==> src/rtl/msk_arb_pkg.sv <==
// Shared types and constants for the masked-unit share arbiter.
// The optional round-robin tie-break is enabled with the MSKARB_RR_EN macro.
package msk_arb_pkg;

  typedef enum logic [1:0] {
    IDLE  = 2'd0,
    GNT_A = 2'd1,
    GNT_B = 2'd2
  } state_t;

  // Mux select encoding; the select is a public control value, never a share.
  localparam logic SEL_A = 1'b1;
  localparam logic SEL_B = 1'b0;

  typedef struct packed {
    logic valid;
    logic id;     // 1 = requester A
  } tag_t;

  localparam tag_t TAG_NONE = '{valid: 1'b0, id: 1'b0};

  // Pick the GNT state for the given pending requests; tie_a decides a tie.
  function automatic state_t arb_pick(input logic av, input logic bv, input logic tie_a);
    state_t pick;
    if (av && bv) begin
      pick = tie_a ? GNT_A : GNT_B;
    end else if (av) begin
      pick = GNT_A;
    end else if (bv) begin
      pick = GNT_B;
    end else begin
      pick = IDLE;
    end
    return pick;
  endfunction

endpackage

==> src/rtl/msk_mux2.sv <==
// Masked 2:1 mux gadget: selects whole share vectors with a public select.
// Each share lane is muxed independently so shares are never combined.
module msk_mux2
  import msk_arb_pkg::*;
#(
  parameter int d     = 2,
  parameter int count = 8
) (
  input  logic               sel,
  input  logic [count*d-1:0] in_a,
  input  logic [count*d-1:0] in_b,
  output logic [count*d-1:0] y
);

  // Per-share lane select
  always_comb begin
    y = {(count*d){1'b0}};
    for (int i = 0; i < d; i++) begin
      if (sel == SEL_A) begin
        y[i*count +: count] = in_a[i*count +: count];
      end else begin
        y[i*count +: count] = in_b[i*count +: count];
      end
    end
  end

endmodule

==> src/rtl/msk_tag_pipe.sv <==
// Tag shift register that mirrors the shared unit's fixed latency.
// Each stage carries {valid, id}; synchronous clear discards in-flight tags.
module msk_tag_pipe
  import msk_arb_pkg::*;
#(
  parameter int LAT = 4
) (
  input  logic clk,
  input  logic syn_rst,
  input  tag_t tag_in,
  output tag_t tag_out,
  output logic any_valid
);

  tag_t pipe_r [LAT];

  // Shift tags one stage per cycle, clearing all stages on reset
  always_ff @(posedge clk) begin
    if (syn_rst) begin
      for (int i = 0; i < LAT; i++) begin
        pipe_r[i] <= TAG_NONE;
      end
    end else begin
      pipe_r[0] <= tag_in;
      for (int i = 1; i < LAT; i++) begin
        pipe_r[i] <= pipe_r[i-1];
      end
    end
  end

  assign tag_out = pipe_r[LAT-1];

  // Any stage holding a live tag keeps the arbiter busy
  always_comb begin
    any_valid = 1'b0;
    for (int i = 0; i < LAT; i++) begin
      any_valid = any_valid | pipe_r[i].valid;
    end
  end

endmodule

==> src/rtl/msk_share_arbiter.sv <==
// Two-requester arbiter/sequencer for a shared, fully pipelined masked unit.
// Holds the grant across bursts, drives the public mux select and routes
// returning result-valid flags by tag. Only control signals are unmasked.
// Macro MSKARB_RR_EN: round-robin tie-break (default: A wins ties).
module msk_share_arbiter
  import msk_arb_pkg::*;
#(
  parameter int d     = 2,
  parameter int count = 8,
  parameter int LAT   = 4
) (
  input  logic               clk,
  input  logic               syn_rst,
  input  logic               a_valid,
  input  logic               b_valid,
  input  logic               a_last,
  input  logic               b_last,
  input  logic [count*d-1:0] a_data,
  input  logic [count*d-1:0] b_data,
  output logic               a_ready,
  output logic               b_ready,
  output logic [count*d-1:0] unit_in,
  output logic               unit_valid,
  input  logic [count*d-1:0] unit_out,
  output logic [count*d-1:0] res_data,
  output logic               a_res_valid,
  output logic               b_res_valid,
  output logic               busy
);

  localparam int W = count * d;

  state_t     state_r;
  state_t     next_s;
  logic       a_ready_r;
  logic       b_ready_r;
  logic       a_xfer_s;
  logic       b_xfer_s;
  logic       burst_done_s;
  logic       tie_a_s;
  logic       sel_s;
  logic [W-1:0] mux_s;
  tag_t       tag_in_s;
  tag_t       tag_out_s;
  logic       tags_busy_s;

  assign a_xfer_s     = a_ready_r & a_valid;
  assign b_xfer_s     = b_ready_r & b_valid;
  assign burst_done_s = (a_xfer_s & a_last) | (b_xfer_s & b_last);

`ifdef MSKARB_RR_EN
  logic ptr_r;

  // Round-robin pointer: after a completed burst, favour the other requester
  always_ff @(posedge clk) begin
    if (syn_rst) begin
      ptr_r <= SEL_A;
    end else if (burst_done_s) begin
      ptr_r <= a_xfer_s ? SEL_B : SEL_A;
    end else begin
      ptr_r <= ptr_r;
    end
  end

  assign tie_a_s = (ptr_r == SEL_A);
`else
  assign tie_a_s = 1'b1;
`endif

  // Next grant: arbitrate from IDLE, or at a last beat excluding its owner
  always_comb begin
    next_s = state_r;
    case (state_r)
      IDLE: begin
        next_s = arb_pick(a_valid, b_valid, tie_a_s);
      end
      GNT_A: begin
        if (a_valid && a_last) begin
          next_s = arb_pick(1'b0, b_valid, tie_a_s);
        end else begin
          next_s = GNT_A;
        end
      end
      GNT_B: begin
        if (b_valid && b_last) begin
          next_s = arb_pick(a_valid, 1'b0, tie_a_s);
        end else begin
          next_s = GNT_B;
        end
      end
      default: begin
        next_s = IDLE;
      end
    endcase
  end

  // Grant FSM with registered ready flags decoded from the next state
  always_ff @(posedge clk) begin
    if (syn_rst) begin
      state_r   <= IDLE;
      a_ready_r <= 1'b0;
      b_ready_r <= 1'b0;
    end else begin
      state_r   <= next_s;
      a_ready_r <= (next_s == GNT_A);
      b_ready_r <= (next_s == GNT_B);
    end
  end

  assign a_ready    = a_ready_r;
  assign b_ready    = b_ready_r;
  assign unit_valid = a_xfer_s | b_xfer_s;
  assign sel_s      = (state_r == GNT_A) ? SEL_A : SEL_B;

  msk_mux2 #(
    .d     (d),
    .count (count)
  ) u_mux (
    .sel  (sel_s),
    .in_a (a_data),
    .in_b (b_data),
    .y    (mux_s)
  );

  // Idle cycles present zeros so stale shares never toggle the unit
  assign unit_in = unit_valid ? mux_s : {W{1'b0}};

  assign tag_in_s = '{valid: unit_valid, id: (state_r == GNT_A)};

  msk_tag_pipe #(
    .LAT (LAT)
  ) u_tags (
    .clk       (clk),
    .syn_rst   (syn_rst),
    .tag_in    (tag_in_s),
    .tag_out   (tag_out_s),
    .any_valid (tags_busy_s)
  );

  assign res_data    = unit_out;
  assign a_res_valid = tag_out_s.valid & tag_out_s.id;
  assign b_res_valid = tag_out_s.valid & ~tag_out_s.id;
  assign busy        = (state_r != IDLE) | tags_busy_s;

endmodule

==> config.mk <==
export PLATFORM = sky130hd
export DESIGN_NAME = msk_share_arbiter
export DESIGN_NICKNAME = d
export VERILOG_FILES = /design/src/rtl/msk_arb_pkg.sv /design/src/rtl/msk_mux2.sv /design/src/rtl/msk_tag_pipe.sv /design/src/rtl/msk_share_arbiter.sv
export SDC_FILE = /design/constraint.sdc
export NUM_CORES = 1
export LEC_CHECK = 0
export BUFFER_PORTS_ARGS = -buffer_cell sky130_fd_sc_hd__buf_2
export CAP_MARGIN = 40
export CORE_UTILIZATION = 33
export DETAILED_ROUTE_END_ITERATION = 6
export GPL_TIMING_DRIVEN = 0
export PLACE_DENSITY = 0.89
export SLEW_MARGIN = 20
export SYNTH_ARGS = -nofsm -noshare
export SYNTH_HDL_FRONTEND = slang
export SYNTH_SLANG_ARGS = --single-unit
export TNS_END_PERCENT = 50
==> constraint.sdc <==
create_clock -name clk -period 1.4 [get_ports clk]
set_clock_uncertainty 0.1 [all_clocks]
set_input_delay 0.07 -clock clk [delete_from_list [all_inputs] [get_ports clk]]
set_output_delay 0.07 -clock clk [all_outputs]
set_load 0.05 [all_outputs]
==> metrics.txt <==
# TYPE chip_impl_metric gauge
chip_impl_metric{name="power.static_leakage",unit="nW"} 0.790
chip_impl_metric{name="report.final.slew_viol_count",unit=""} 0
chip_impl_info{name="tritoncts",value="done"} 1
chip_impl_metric{name="insertion_delay",unit="ns"} 0.26
chip_impl_metric{name="utilization",unit="%"} 70.3
chip_impl_metric{name="antenna_left",unit=""} 0
chip_impl_metric{name="register_area",unit="um^2"} 253
chip_impl_metric{name="detail_route.wl_per_cell",unit="um"} 11.6
chip_impl_info{name="clock_tree.root_cell",value="sky130_fd_sc_hd__clkbuf_4"} 1
chip_impl_metric{name="max_clock_freq",unit="MHz"} 622
chip_impl_info{name="critical_path.most_common_cell",value="sky130_fd_sc_hd__buf_6"} 1
chip_impl_info{name="worst_hold_check_path_type",value="primary input to register"} 1
chip_impl_metric{name="power_per_cell_area",unit="nW/um^2"} 843
chip_impl_metric{name="grt_overflow",unit=""} 0
chip_impl_metric{name="max-cap-violations",unit=""} 0
chip_impl_metric{name="final_layout_size_suffix_gt1_share",unit="%"} 72.6
chip_impl_metric{name="slew-limit-headroom",unit="%"} 72.7
chip_impl_info{name="worst_setup_path_start_kind",value="register"} 1
chip_impl_metric{name="finalHoldViolations",unit=""} 0
chip_impl_metric{name="peak_ir_drop_on_the_vdd_network",unit="uV"} 513
chip_impl_metric{name="cp_slowest_stage_delay",unit="ns"} 0.37
chip_impl_metric{name="post-route-cell-area",unit="um^2"} 1600
chip_impl_info{name="violations",value="setup timing"} 1
chip_impl_metric{name="synth-seq-cells",unit=""} 12
chip_impl_info{name="timing_worst_setup_path_type",value="register to primary output"} 1
chip_impl_metric{name="cts_buffer_depth",unit=""} 2
chip_impl_metric{name="num_vias",unit=""} 1004
chip_impl_metric{name="synthDominantCellAreaShare",unit="%"} 29.6
chip_impl_metric{name="grt_pass1_vias",unit=""} 883
chip_impl_metric{name="cts-buffers-inserted",unit=""} 3
chip_impl_metric{name="coreArea",unit="um^2"} 2280
chip_impl_metric{name="grt_antenna_before_repair",unit=""} 0
chip_impl_metric{name="synth.yosys.seq_area_share",unit="%"} 29.6
chip_impl_metric{name="synth.yosys.warnings",unit=""} 0
chip_impl_metric{name="gp_routability_congestion",unit=""} 0.707
chip_impl_info{name="outcome",value="complete, but fails checks"} 1
chip_impl_metric{name="port-buffer-count",unit=""} 75
chip_impl_metric{name="final.setup.worst_slack",unit="ns"} -0.208
chip_impl_info{name="largest_area_contributor_in_the_netlist",value="sky130_fd_sc_hd__dfxtp_1"} 1
chip_impl_metric{name="start_util",unit="%"} 35.7
chip_impl_metric{name="synthToLayoutAreaGrowth",unit="%"} 97.1
chip_impl_metric{name="chipWidth",unit="um"} 51.6
chip_impl_metric{name="drc",unit=""} 0
chip_impl_metric{name="aggregate_routed_wire_length",unit="mm"} 2.60
chip_impl_metric{name="tns",unit="ns"} -2.66
chip_impl_metric{name="setup_viol",unit=""} 17
chip_impl_info{name="crit_chain",value="nand2b_1 -> buf_6 -> buf_6 -> nand2_1 -> a21oi_4 -> buf_6"} 1
chip_impl_metric{name="grt_first_pass_wirelength",unit="mm"} 3.44
chip_impl_info{name="critical_path.slowest_cell",value="sky130_fd_sc_hd__dfxtp_4"} 1
chip_impl_info{name="post_synth_main_area_contributors",value="sky130_fd_sc_hd__dfxtp_1 30%, sky130_fd_sc_hd__buf_4 18%, sky130_fd_sc_hd__nand2_1 16%"} 1
chip_impl_metric{name="clock_pin_slew_on_the_worst_setup_and_hold_paths",unit="ns"} 0.07
chip_impl_metric{name="synth_cell_type_count",unit=""} 18
chip_impl_metric{name="grt_max_degree",unit=""} 11
chip_impl_metric{name="wp_data_required",unit="ns"} 1.23
chip_impl_metric{name="layout.filler_cells",unit=""} 194
chip_impl_metric{name="insertedDiodeCount",unit=""} 0
chip_impl_metric{name="postSynthAreaPerCell",unit="um^2"} 7.38
chip_impl_metric{name="ff_to_ff_setup_slack",unit="ns"} 0.11
chip_impl_metric{name="fin_nets",unit=""} 252
chip_impl_metric{name="count_of_routing_violations_after_the_opening_detailed_route_iteration",unit=""} 8
chip_impl_metric{name="gr-usage-all-layers",unit="%"} 17.3
chip_impl_metric{name="timing.critical_path.fanout_max",unit=""} 9
chip_impl_metric{name="placedInstanceArea",unit="um^2"} 1310
chip_impl_metric{name="design.die.area",unit="um^2"} 2660
chip_impl_metric{name="netlist_area",unit="um^2"} 812
chip_impl_metric{name="core.rowCount",unit=""} 17
chip_impl_metric{name="chipHeight",unit="um"} 51.6
chip_impl_metric{name="tightest_slew",unit="ns"} 0.409
chip_impl_info{name="unrepaired_setup_endpoints_after_global_routing",value="true"} 1
chip_impl_metric{name="worst-endpoint-arrival",unit="ns"} 1.44
chip_impl_metric{name="post_drt_via_cell_ratio",unit=""} 4.46
chip_impl_metric{name="ioPinCount",unit=""} 92
chip_impl_metric{name="synthesis.nets",unit=""} 164
chip_impl_metric{name="multi_input_area",unit="um^2"} 531
chip_impl_metric{name="fin_total_pwr",unit="mW"} 1.35
chip_impl_metric{name="hpwlAfterDp",unit="mm"} 1.81
chip_impl_metric{name="min_period_over_period",unit="%"} 115
chip_impl_info{name="worstSetupEndpointType",value="primary output"} 1
chip_impl_metric{name="cts_max_level",unit=""} 1
chip_impl_metric{name="layout_min_cycle_time",unit="ns"} 1.61
chip_impl_metric{name="numClockSinks",unit=""} 12
chip_impl_metric{name="post_synth_inst_count",unit=""} 110
chip_impl_metric{name="detail_route.first_pass.iterations",unit=""} 4
-- logic make-up after synthesis --
logic type / count (synthesis) / synth area share, %
simple gates: 54 / 30.7
buf+inv: 23 / 21.3
compound gates: 21 / 18.5
flops: 12 / 29.6
-- power breakdown --
group / internal, mW / switching, mW
sequential: 0.358 / 0.0110
clock: 0.158 / 0.108
combinational: 0.270 / 0.445
-- routing by layer --
metal / routed length [um] / global-route usage, % / up-vias
met5: 0 / 0 / -
met2: 1410 / 33.5 / 48
met3: 176 / 3.51 / 2
met4: 17 / 5.41 / 0
li1: - / - / 515
met1: 997 / 18.4 / 439
-- cells in the final DEF (no fill, tap or decap) --
cell type,n
sky130_fd_sc_hd__a21oi_1,2
sky130_fd_sc_hd__a21oi_2,8
sky130_fd_sc_hd__a21oi_4,8
sky130_fd_sc_hd__a22oi_2,1
sky130_fd_sc_hd__and2_1,1
sky130_fd_sc_hd__and3_1,1
sky130_fd_sc_hd__buf_12,1
sky130_fd_sc_hd__buf_2,59
sky130_fd_sc_hd__buf_4,22
sky130_fd_sc_hd__buf_6,19
sky130_fd_sc_hd__buf_8,2
sky130_fd_sc_hd__clkbuf_1,1
sky130_fd_sc_hd__clkbuf_4,3
sky130_fd_sc_hd__clkbuf_8,1
sky130_fd_sc_hd__clkinvlp_4,1
sky130_fd_sc_hd__dfxtp_1,8
sky130_fd_sc_hd__dfxtp_2,1
sky130_fd_sc_hd__dfxtp_4,3
sky130_fd_sc_hd__dlygate4sd3_1,1
sky130_fd_sc_hd__nand2_1,21
sky130_fd_sc_hd__nand2_2,11
sky130_fd_sc_hd__nand2_4,2
sky130_fd_sc_hd__nand2b_1,1
sky130_fd_sc_hd__nand3b_1,1
sky130_fd_sc_hd__nor2_1,4
sky130_fd_sc_hd__nor2b_1,9
sky130_fd_sc_hd__nor4_2,1
sky130_fd_sc_hd__nor4b_1,2
sky130_fd_sc_hd__o21ai_0,1
sky130_fd_sc_hd__o21ai_1,1
-- synthesized netlist by cell type, drive strengths merged --
cell / count
nand2b: 1
dfxtp: 12
a22oi: 1
and2: 1
nor4b: 2
o21ai: 2
nor4: 1
nand3b: 1
buf: 21
a21oi: 18
inv: 1
and3: 1
nand2: 34
nor2: 4
nor2b: 9
clkbuf: 1
-- final cells by class --
type / count / area share (%)
buffer: 22 / 11.8
timing repair buffer: 83 / 34.3
inverter: 1 / 0.469
multi-input combinational: 75 / 33.2
clock buffer: 4 / 2.27
sequential: 12 / 15.8
tap: 28 / 2.19
-- flip-flops by register name, summed over array words and instances, names as in the netlist --
name           cells
a_ready            1
u_tags.pipe_r      8
b_ready            1
state_r            2
-- timing repair --
| action | CTS | global route |
|---|---|---|
| hold endpoints to repair | 2 | 0 |
| endpoints found under the setup margin | 18 | 18 |
| pin swaps | 1 | 5 |
| gates cloned | 2 | 0 |
| hold buffers | 1 | 0 |
| gates resized for setup | 45 | 18 |
| buffers inserted | 2 | 3 |
-- critical path, delay by kind of cell, from the launching register on --
| kind | cells | cell delay, ns |
|---|---|---|
| flip-flops | 1 | 0.37 |
| AND/OR/NAND/NOR | 2 | 0.21 |
| buffers and inverters | 3 | 0.44 |
| AO/OA/AOI/OAI | 1 | 0.15 |
-- final timing paths --
check / startpoint / endpoint / cells past startpoint
hold reg to reg: u_tags.pipe_r[0][0]$_SDFF_PP0_ / u_tags.pipe_r[1][0]$_SDFF_PP0_ / 1
hold / removal: b_last / state_r[1]$_SDFF_PP0_ / 4
setup / recovery: state_r[1]$_SDFF_PP0_ / unit_in[11] / 6
setup reg to reg: state_r[0]$_SDFF_PP0_ / b_ready$_SDFF_PP0_ / 5
-- through the flow --
step / hold WS [ns] / instances / setup WS, ns
finish: 0.0371 / 225 / -0.208
CTS: 0.0346 / 222 / -0.222
global placement: 0.163 / 213 / -0.267
detailed placement: 0.163 / 213 / -0.259
global route: 0.0300 / 225 / -0.273
floorplan: 0.0416 / 110 / -0.190
No activity file was read; power rests on OpenSTA's default activity.
